File: config.mk
export PLATFORM = sky130hd
export DESIGN_NAME = emu_ctrl_sequencer_flat
export DESIGN_NICKNAME = d
export VERILOG_FILES = /design/src/rtl/emu_ctrl_sequencer_if.sv /design/src/rtl/emu_ctrl_sequencer.sv /design/src/flat_wrapper.sv
export SDC_FILE = /design/constraint.sdc
export NUM_CORES = 1
export LEC_CHECK = 0
export CORE_ASPECT_RATIO = 1.2
export CORE_UTILIZATION = 45
export CTS_CLUSTER_SIZE = 40
export DETAILED_ROUTE_END_ITERATION = 10
export PLACE_DENSITY = 0.67
export SYNTH_ARGS = -nofsm -noshare
export SYNTH_HDL_FRONTEND = slang
export SYNTH_SLANG_ARGS = --single-unit
File: constraint.sdc
create_clock -name emu_clk -period 5.4 [get_ports emu_clk]
set_clock_uncertainty 0.05 [all_clocks]
set_input_delay 0.81 -clock emu_clk [delete_from_list [all_inputs] [get_ports emu_clk]]
set_output_delay 0.81 -clock emu_clk [all_outputs]
set_load 0.01 [all_outputs]
File: src/rtl/emu_ctrl_sequencer_if.sv
// rtl/emu_ctrl_sequencer_if.sv - host command handshake bundle for emu_ctrl_sequencer
`ifndef TIME_WIDTH
`define TIME_WIDTH 16
`endif
`ifndef DT_WIDTH
`define DT_WIDTH 8
`endif

interface emu_ctrl_sequencer_if;
    logic                     cmd_valid;
    logic                     cmd_ready;
    logic [1:0]               cmd_mode;
    logic [`TIME_WIDTH-1:0]   cmd_data;

    modport master (output cmd_valid, output cmd_mode, output cmd_data, input cmd_ready);
    modport slave  (input cmd_valid, input cmd_mode, input cmd_data, output cmd_ready);
endinterface

File: src/rtl/emu_ctrl_sequencer.sv
// rtl/emu_ctrl_sequencer.sv - queued emulator run/stall/step command sequencer
// Optional CTRL_SEQ_REL_TIME_EN: mode-10 target becomes emu_time at pop + cmd_data (saturating).
`ifndef TIME_WIDTH
`define TIME_WIDTH 16
`endif
`ifndef DT_WIDTH
`define DT_WIDTH 8
`endif

module emu_ctrl_sequencer #(
    parameter int DEPTH = 4
) (
    input  logic                       emu_clk,
    input  logic                       emu_rst,
    emu_ctrl_sequencer_if.slave        cmd,
    input  logic                       ctrl_abort,
    input  logic [`TIME_WIDTH-1:0]     emu_time,
    input  logic [`DT_WIDTH-1:0]       emu_dt,
    output logic [1:0]                 emu_ctrl_mode,
    output logic [`TIME_WIDTH-1:0]     emu_ctrl_data,
    output logic                       cmd_done,
    output logic                       busy,
    output logic [$clog2(DEPTH):0]     fifo_level
);
    localparam int TW = `TIME_WIDTH;
    localparam int AW = $clog2(DEPTH);
    localparam logic [AW:0] FULL = (AW+1)'(DEPTH);

    typedef enum logic {IDLE, EXEC} state_t;

    state_t            state_q, state_d;
    logic [TW+1:0]     mem_q [DEPTH];
    logic [AW-1:0]     wr_ptr_q, rd_ptr_q;
    logic [AW:0]       level_q, level_d;
    logic [1:0]        cur_mode_q, cur_mode_d;
    logic [TW-1:0]     cur_data_q, cur_data_d;
    logic [TW-1:0]     cnt_q, cnt_d;
    logic [1:0]        out_mode_q, out_mode_d;
    logic [TW-1:0]     out_data_q, out_data_d;
    logic              done_q, done_d;
    logic              push, pop, complete;
    logic [1:0]        head_mode;
    logic [TW-1:0]     head_data, load_data;

    assign cmd.cmd_ready = (level_q != FULL) && !ctrl_abort;
    assign push          = cmd.cmd_valid && cmd.cmd_ready;
    assign head_mode     = mem_q[rd_ptr_q][TW+1:TW];
    assign head_data     = mem_q[rd_ptr_q][TW-1:0];

`ifdef CTRL_SEQ_REL_TIME_EN
    logic [TW:0] rel_sum;
    assign rel_sum   = {1'b0, emu_time} + {1'b0, head_data};
    assign load_data = (head_mode == 2'b10) ? (rel_sum[TW] ? '1 : rel_sum[TW-1:0]) : head_data;
`else
    assign load_data = head_data;
`endif

    always_comb begin
        complete = 1'b0;
        case (cur_mode_q)
            2'b00:   complete = (level_q != '0);
            2'b01:   complete = (cnt_q[TW-1:1] == '0);
            2'b10:   complete = (emu_time >= cur_data_q);
            default: complete = (emu_dt != '0);
        endcase
    end

    always_comb begin
        state_d    = state_q;
        pop        = 1'b0;
        done_d     = 1'b0;
        cur_mode_d = cur_mode_q;
        cur_data_d = cur_data_q;
        cnt_d      = cnt_q;
        if (ctrl_abort) begin
            state_d = IDLE;
        end else begin
            case (state_q)
                IDLE: begin
                    if (level_q != '0) begin
                        pop     = 1'b1;
                        state_d = EXEC;
                    end
                end
                default: begin
                    if (complete) begin
                        done_d = 1'b1;
                        if (level_q != '0) pop = 1'b1;
                        else               state_d = IDLE;
                    end else if (cur_mode_q == 2'b01) begin
                        cnt_d = cnt_q - TW'(1);
                    end
                end
            endcase
        end
        if (pop) begin
            cur_mode_d = head_mode;
            cur_data_d = load_data;
            cnt_d      = head_data;
        end
        // Outputs trail the state register by one cycle; abort clears them immediately.
        if (state_q == EXEC && !ctrl_abort) begin
            out_mode_d = cur_mode_q;
            out_data_d = cur_data_q;
        end else begin
            out_mode_d = 2'b01;
            out_data_d = '0;
        end
        if (ctrl_abort)         level_d = '0;
        else if (push && !pop)  level_d = level_q + (AW+1)'(1);
        else if (pop && !push)  level_d = level_q - (AW+1)'(1);
        else                    level_d = level_q;
    end

    always_ff @(posedge emu_clk) begin
        if (push) mem_q[wr_ptr_q] <= {cmd.cmd_mode, cmd.cmd_data};
    end

    always_ff @(posedge emu_clk or posedge emu_rst) begin
        if (emu_rst) begin
            state_q    <= IDLE;
            wr_ptr_q   <= '0;
            rd_ptr_q   <= '0;
            level_q    <= '0;
            cur_mode_q <= 2'b01;
            cur_data_q <= '0;
            cnt_q      <= '0;
            out_mode_q <= 2'b01;
            out_data_q <= '0;
            done_q     <= 1'b0;
        end else begin
            state_q    <= state_d;
            level_q    <= level_d;
            cur_mode_q <= cur_mode_d;
            cur_data_q <= cur_data_d;
            cnt_q      <= cnt_d;
            out_mode_q <= out_mode_d;
            out_data_q <= out_data_d;
            done_q     <= done_d;
            if (ctrl_abort) begin
                wr_ptr_q <= '0;
                rd_ptr_q <= '0;
            end else begin
                if (push) wr_ptr_q <= wr_ptr_q + AW'(1);
                if (pop)  rd_ptr_q <= rd_ptr_q + AW'(1);
            end
        end
    end

    assign emu_ctrl_mode = out_mode_q;
    assign emu_ctrl_data = out_data_q;
    assign cmd_done      = done_q;
    assign busy          = (state_q == EXEC);
    assign fifo_level    = level_q;
endmodule

File: src/flat_wrapper.sv
// flat-port wrapper written by rule: the top's interface ports become plain ports
module emu_ctrl_sequencer_flat 
#(
    parameter int DEPTH = 4
)
  (emu_clk, emu_rst, ctrl_abort, emu_time, emu_dt, emu_ctrl_mode, emu_ctrl_data, cmd_done, busy, fifo_level, cmd_cmd_valid, cmd_cmd_mode, cmd_cmd_data, cmd_cmd_ready);
  emu_ctrl_sequencer_if cmd_i ();
  input  logic emu_clk;
  input  logic emu_rst;
  input  logic ctrl_abort;
  input  logic [`TIME_WIDTH-1:0] emu_time;
  input  logic [`DT_WIDTH-1:0] emu_dt;
  output logic [1:0] emu_ctrl_mode;
  output logic [`TIME_WIDTH-1:0] emu_ctrl_data;
  output logic cmd_done;
  output logic busy;
  output logic [$clog2(DEPTH):0] fifo_level;
  input wire logic [$bits(cmd_i.cmd_valid)-1:0] cmd_cmd_valid;
  input wire logic [$bits(cmd_i.cmd_mode)-1:0] cmd_cmd_mode;
  input wire logic [$bits(cmd_i.cmd_data)-1:0] cmd_cmd_data;
  output wire logic [$bits(cmd_i.cmd_ready)-1:0] cmd_cmd_ready;
  assign cmd_i.cmd_valid = cmd_cmd_valid;
  assign cmd_i.cmd_mode = cmd_cmd_mode;
  assign cmd_i.cmd_data = cmd_cmd_data;
  assign cmd_cmd_ready = cmd_i.cmd_ready;
  emu_ctrl_sequencer #(.DEPTH(DEPTH)) u_core (.emu_clk(emu_clk), .emu_rst(emu_rst), .cmd(cmd_i), .ctrl_abort(ctrl_abort), .emu_time(emu_time), .emu_dt(emu_dt), .emu_ctrl_mode(emu_ctrl_mode), .emu_ctrl_data(emu_ctrl_data), .cmd_done(cmd_done), .busy(busy), .fifo_level(fifo_level));
endmodule
==> results of run 1 <==
-- per-layer routing --
| metal | up-vias | GRT usage |
|---|---|---|
| li1 | 1731 | - |
| met1 | 1770 | 0.2294 |
| met2 | 88 | 0.3308 |
| met3 | 10 | 0.05561 |
| met4 | 0 | 0.05802 |
| met5 | - | 0 |
-- how the worst min path moves through the flow --
stage	startpoint	to	slack (ns)	cells past startpoint
floorplan	u_core.cur_data_q[2]$_DFFE_PP0P_	u_core.cur_data_q[2]$_DFFE_PP0P_	0.41	1
global placement	u_core.cur_data_q[2]$_DFFE_PP0P_	u_core.cur_data_q[2]$_DFFE_PP0P_	0.42	1
detailed placement	u_core.cur_data_q[2]$_DFFE_PP0P_	u_core.cur_data_q[2]$_DFFE_PP0P_	0.43	1
CTS	u_core.cur_data_q[2]$_DFFE_PP0P_	u_core.cur_data_q[2]$_DFFE_PP0P_	0.44	1
global route	u_core.cur_data_q[2]$_DFFE_PP0P_	u_core.cur_data_q[2]$_DFFE_PP0P_	0.47	1
finish	u_core.cur_data_q[2]$_DFFE_PP0P_	u_core.cur_data_q[2]$_DFFE_PP0P_	0.44	1
-- flip-flops by register name, indices dropped and copies added, names as in the netlist --
register,cells
u_core.fifo_level,3
u_core.emu_ctrl_mode,2
u_core.busy,1
u_core.mem_q,72
u_core.cur_data_q,16
u_core.cur_mode_q,2
u_core.cmd_done,1
u_core.cnt_q,16
u_core.rd_ptr_q,2
u_core.wr_ptr_q,2
u_core.emu_ctrl_data,16
-- area by class of cell --
class / instances / area [um2] / share of cell area
tap: 164 / 205.2 / 0.02796
sequential: 133 / 3691 / 0.5029
clock buffer: 17 / 425.4 / 0.05796
multi-input combinational: 235 / 1983 / 0.2702
inverter: 40 / 150.1 / 0.02046
timing repair buffer: 72 / 708.2 / 0.09649
clock inverter: 15 / 176.4 / 0.02404
-- power breakdown --
group	internal (mW)	total (mW)	switching, mW
Sequential	1.30	1.46	0.161
Clock	0.728	1.16	0.430
Combinational	0.579	1.18	0.597
Total	2.60	3.79	1.19
-- synth_stat cells, types with 2 or more instances --
| cell type | instances |
|---|---|
| edfxtp_1 | 72 |
| dfrtp_1 | 59 |
| inv_1 | 39 |
| a21oi_1 | 24 |
| nor2_1 | 22 |
| nor3_1 | 22 |
| ha_1 | 21 |
| mux2_2 | 18 |
| mux4_2 | 17 |
| nand2_1 | 14 |
| o21ai_0 | 10 |
| clkbuf_1 | 8 |
| o2bb2a_1 | 8 |
| o22a_1 | 7 |
| or3_1 | 7 |
| o22ai_1 | 6 |
| and3_1 | 5 |
| nor2b_1 | 5 |
| a2bb2oi_1 | 4 |
| buf_1 | 4 |
| mux2_1 | 4 |
| nand3_1 | 4 |
| nand4_1 | 4 |
| buf_2 | 3 |
| mux2i_1 | 3 |
| a21o_1 | 2 |
| a31oi_1 | 2 |
| and2_1 | 2 |
| dfstp_2 | 2 |
| nand2b_1 | 2 |
| nand3b_1 | 2 |
| nor4_1 | 2 |
| xnor2_1 | 2 |
-- per-stage QoR --
step                utilization  worst slack [ns]
floorplan                     -             1.932
global placement         0.5295             1.309
detailed placement       0.5295             1.231
CTS                      0.5768             1.660
global route             0.5768             1.406
finish                   0.5768             1.632
-- cells by family after synthesis --
| family | count (synthesis) | share of synthesized area |
|---|---|---|
| compound gates | 72 | 0.08595 |
| mux | 42 | 0.1121 |
| simple gates | 97 | 0.08743 |
| fa+ha+maj | 22 | 0.04796 |
| flops | 133 | 0.6261 |
| buf+inv | 56 | 0.03756 |
| xor+xnor | 2 | 0.002972 |
-- worst max-delay path, cell delays in order --
cell and delay (ns):
clkdlybuf4s50_1 0.42, ha_1 0.32, nor2b_1 0.13, o211a_1 0.19, o311ai_1 0.28, nand4_1 0.24, o221ai_4 0.56, inv_1 0.15
nor2_1 0.16, fa_1 0.19, nor2_1 0.05, mux2i_1 0.16, mux2_2 0.34
==> flow_summary.toml, run 1 <==
[drt]
ant_nets = 0
drt_wl_total_um = 11480
routed.top_layer = "met4"
drt_pre_antenna_iters = 4
route.met3.wl_um = 537
drtIter0Drc = 176
dr_wl_met2_um = 6048
vias = 3599
drcViolationCount = 0
wl_per_cell_um = 16.99
wl_met1_um = 4785
via_per_inst = 5.324

[timing]
rsz0062_at_grt = "false"
fmax_mhz = 265.4
fin_hold_ws_ns = 0.4384
setup_tns_ns = 0
tightest_slew_ns = 1.002
finalHoldViolations = 0
slew_headroom = 0.3323
min_period_over_period = 0.6977
fin_crit_ns = 3.768
slew_violations = 0
finalSetupViolCount = 0

[setup_path]
reg2reg_slack_ns = 2.04
startpoint_type = "input port"
startpoint = "emu_time[1]"
path_class = "in -> reg"
cp_data_required_time_ns = 5.65
arrival_ns = 4.02
r2r_start = "u_core.cur_data_q[1]$_DFFE_PP0P_"
critPathCapture = "u_core.fifo_level[2]$_DFFE_PP0P_"
end_kind = "flip-flop"
path_max_fanout = 21
r2r-end = "u_core.fifo_level[2]$_DFFE_PP0P_"
ff2ff_path_depth = 13

[finish]
fillers = 1035
drive_gt1_frac = 0.1523
synthToLayoutAreaGrowth_pct = 24.49
final_cell_mix = "72 x edfxtp_1, 68 x clkdlybuf4s50_1, 59 x dfrtp_1"
final_common_cell = "edfxtp_1"
final_cells = 676
diodes = 0
finalNetCount = 567
finalInstanceArea_um2 = 7340

[synth]
synth.largest_area_cell = "edfxtp_1"
synth_top_flop_cell = "edfxtp_1"
yosys_warnings = 0
synth_area_um2 = 5896
ys_top_cells_by_area = "edfxtp_1 37%, dfrtp_1 25%, mux4_2 6.5%, ha_1 4.5%, mux2_2 3.4%"
yosysSeqAreaShare = 0.6261
syn_inst = 424
synth_seq_cells = 133
ys_types = 51
post_synth.cell_area_avg_um2 = 13.90
synth.top_cell.area_share = 0.3667
syn-num-nets = 492
synthArstFlopShare = 0.4586
synth_edf_count = 72

[floorplan]
die_x_um = 106.5
row_count = 45
die_area_um2 = 13570
die_y_um = 127.4
ioPinCount = 70
core-area_um2 = 12720
initial_core_util = 0.4633

[place]
dp_hpwl_um = 7773
placed_area_um2 = 6738
port_buffers = 69
gp_congestion = 0.8246
dp_cells = 644

[cts]
cts_resized = 0
clock_latency_ns = 0.41
clk_pin_slew_worst_paths_ns = 0.06
cts_tree = "built"
numCtsBuffers = 17
root_buffer = "clkbuf_16"
post_cts_buffers = 0
cts_sinks = 133
holdBufCountCts = 0
clockBufferDepth = 2
cts_htree_levels = 4

[global_routing]
grt_pass1_vias = 3852
grt_pass1_wl_um = 19280
grt-ovfl-total = 0
antenna_found_initial = 0
grt_util_all_layers = 0.1906
grt_start_max_net_pins = 62

[pwr]
leakage_nw = 2.838
irDropWorstVdd_uv = 217.4
fin_total_pwr_mw = 3.792
p_per_area_nw_per_um2 = 516.6

[run]
maxCapViolations = 0

[run_status]
status = "complete, no violations"

[worst_hold_path]
hp-class = "reg -> reg"
Note: power is estimated with default switching activity, not from simulation.
==> inputs of run 2 (changes only) <==
--- a/config.mk
+++ b/config.mk
@@ -9,7 +9,7 @@
 export CORE_UTILIZATION = 45
 export CTS_CLUSTER_SIZE = 40
 export DETAILED_ROUTE_END_ITERATION = 10
-export PLACE_DENSITY = 0.67
+export PLACE_DENSITY = 0.69
 export SYNTH_ARGS = -nofsm -noshare
 export SYNTH_HDL_FRONTEND = slang
 export SYNTH_SLANG_ARGS = --single-unit
==> constraint.sdc (replaced) <==
create_clock -name emu_clk -period 3.35 [get_ports emu_clk]
set_clock_uncertainty 0.05 [all_clocks]
set_input_delay 0.5025 -clock emu_clk [delete_from_list [all_inputs] [get_ports emu_clk]]
set_output_delay 0.5025 -clock emu_clk [all_outputs]
set_load 0.01 [all_outputs]
==> run 2 against run 1 <==
  * Die area stayed put
  * Sequential share of layout area is 0.61 points lower
  * Cell area is 1.2% higher
  * Routed wire length is 3.7% higher
  * Non-clock buffer count is 9 higher
  * Register-to-register slack worse by 1.8 ns
  * Global-route usage is 0.11 points lower
  * Critical endpoint unchanged
  * Largest power group unchanged
  * Highest routed layer unchanged
==> flow_summary.toml, run 2 (synthesis results as in run 1) <==
[worst_hold_path]
hp-class = "reg -> reg"

[setup_path]
path_max_fanout = 2
path_class = "in -> reg"
startpoint_type = "input port"
cp_data_required_time_ns = 3.59
end_kind = "flip-flop"
arrival_ns = 3.41

[timing]
tightest_slew_ns = 0.9914
finalHoldViolations = 0
fmax_mhz = 315.5
rsz0062_at_grt = "false"
fin_ws_ns = 0.1809
min_period_over_period = 0.9460
slew_violations = 0
fin_crit_ns = 3.169
finalSetupViolCount = 0
slew_headroom = 0.3391

[run_status]
status = "complete, no violations"

[cts]
cts_tree = "built"
root_buffer = "clkbuf_16"
post_cts_buffers = 0
cts_resized = 0
clk_pin_slew_worst_paths_ns = 0.06
clock_latency_ns = 0.41
numCtsBuffers = 17
clockBufferDepth = 2
cts_htree_levels = 4
holdBufCountCts = 0
cts_sinks = 133

[drt]
via_per_inst = 5.396
wl_per_cell_um = 17.39
drt_pre_antenna_iters = 6
ant_nets = 0
drtIter0Drc = 165
drt_wl_total_um = 11910
drcViolationCount = 0
vias = 3696

[finish]
drive_gt1_frac = 0.1670
final_cell_mix = "72 x edfxtp_1, 68 x clkdlybuf4s50_1, 59 x dfrtp_1"
regMostFlops = "u_core.mem_q"
fin_util = 0.5839
diodes = 0
final_common_cell = "edfxtp_1"
finalNetCount = 576
fillers = 1018
largest_reg_flops = 72
synthToLayoutAreaGrowth_pct = 26.02

[floorplan]
die_x_um = 106.5
die_area_um2 = 13570
die_y_um = 127.4
core-area_um2 = 12720
ioPinCount = 70
row_count = 45
initial_core_util = 0.4633

[place]
place_ws_ns = -0.1405
gp_congestion = 0.8067
dp_hpwl_um = 8115
port_buffers = 69

[global_routing]
grt_start_max_net_pins = 53
grt_pass1_vias = 3828
grt_util_all_layers = 0.1895
antenna_found_initial = 0
grt_pass1_wl_um = 19110
met3_usage = 0.03622
grt_busiest_layer = "met2"
met2_usage = 0.3316
grt-ovfl-total = 0
use_met1 = 0.2230

[pwr]
leakage_nw = 2.913
p_per_area_nw_per_um2 = 834.7
irDropWorstVdd_uv = 331.6

[run]
maxCapViolations = 0
[run 2: changes by cell type in the layout (fill, tap and decap cells not counted), sizes merged]
| cell | previous run | this run |
|---|---|---|
| bufinv | 3 | 2 |
| inv | 45 | 41 |
| clkinv | 3 | 7 |
| buf | 4 | 13 |
| clkinvlp | 4 | 0 |
| clkbuf | 17 | 22 |
[run 2: final timing paths]
check / from / depth (start not counted) / end / slack [ns]
max: emu_time[13] / 14 / u_core.fifo_level[2]$_DFFE_PP0P_ / 0.18
min: u_core.cur_data_q[2]$_DFFE_PP0P_ / 1 / u_core.cur_data_q[2]$_DFFE_PP0P_ / 0.43
max reg2reg: u_core.cnt_q[5]$_DFFE_PP0P_ / 11 / u_core.fifo_level[2]$_DFFE_PP0P_ / 0.29
min reg2reg: u_core.cur_data_q[2]$_DFFE_PP0P_ / 1 / u_core.cur_data_q[2]$_DFFE_PP0P_ / 0.43
max in group asynchronous: emu_rst / 3 / u_core.cnt_q[9]$_DFFE_PP0P_ / 1.95
min in group asynchronous: emu_rst / 2 / u_core.cur_data_q[9]$_DFFE_PP0P_ / 0.59
[run 2: per-stage QoR]
step / hold WS, ns / instances / total power [mW] / TNS [ns] / cell area (um2)
2_1_floorplan: 0.4081 / 424 / 3.705 / 0 / 5896
3_3_place_gp: 0.4208 / 653 / 4.241 / -0.05701 / 6805
3_5_place_dp: 0.4265 / 653 / 4.328 / -1.365 / 6805
4_1_cts: 0.4393 / 685 / 6.244 / 0 / 7430
5_1_grt: 0.4754 / 685 / 6.557 / 0 / 7430
6_report: 0.4328 / 685 / 6.201 / 0 / 7430
[run 2: power by group]
group	total (mW)	switching (mW)	internal (mW)
Combinational	1.93	0.965	0.963
Sequential	2.38	0.292	2.09
Clock	1.89	0.664	1.23
[run 2: routing by layer]
layer / vias up / part of all wire
met5: - / 0
met4: 0 / 0.023
met3: 15 / 0.053
met2: 115 / 0.52
met1: 1814 / 0.40
li1: 1752 / -
[run 2: final cells by class]
cell class              instances  area (um2)  share of cell area
clock buffers                  22       508.0             0.06837
clock inverters                10       116.4             0.01566
inverters                      40       150.1             0.02021
multi-input cells             235        1983              0.2669
flip-flops and latches        133        3691              0.4968
well taps                     164       205.2             0.02762
repair buffers                 81       775.7              0.1044
[run 2: critical path: stages]
cell and delay (ns):
clkdlybuf4s50_1 0.42, ha_1 0.31, nand4_1 0.14, nor3_1 0.28
buf_4 0.16, a22oi_1 0.08, nand2_1 0.14, o221ai_4 0.10
inv_1 0.10, nor2_1 0.06, fa_1 0.41, and2_1 0.16
mux2i_1 0.18, mux2_2 0.35
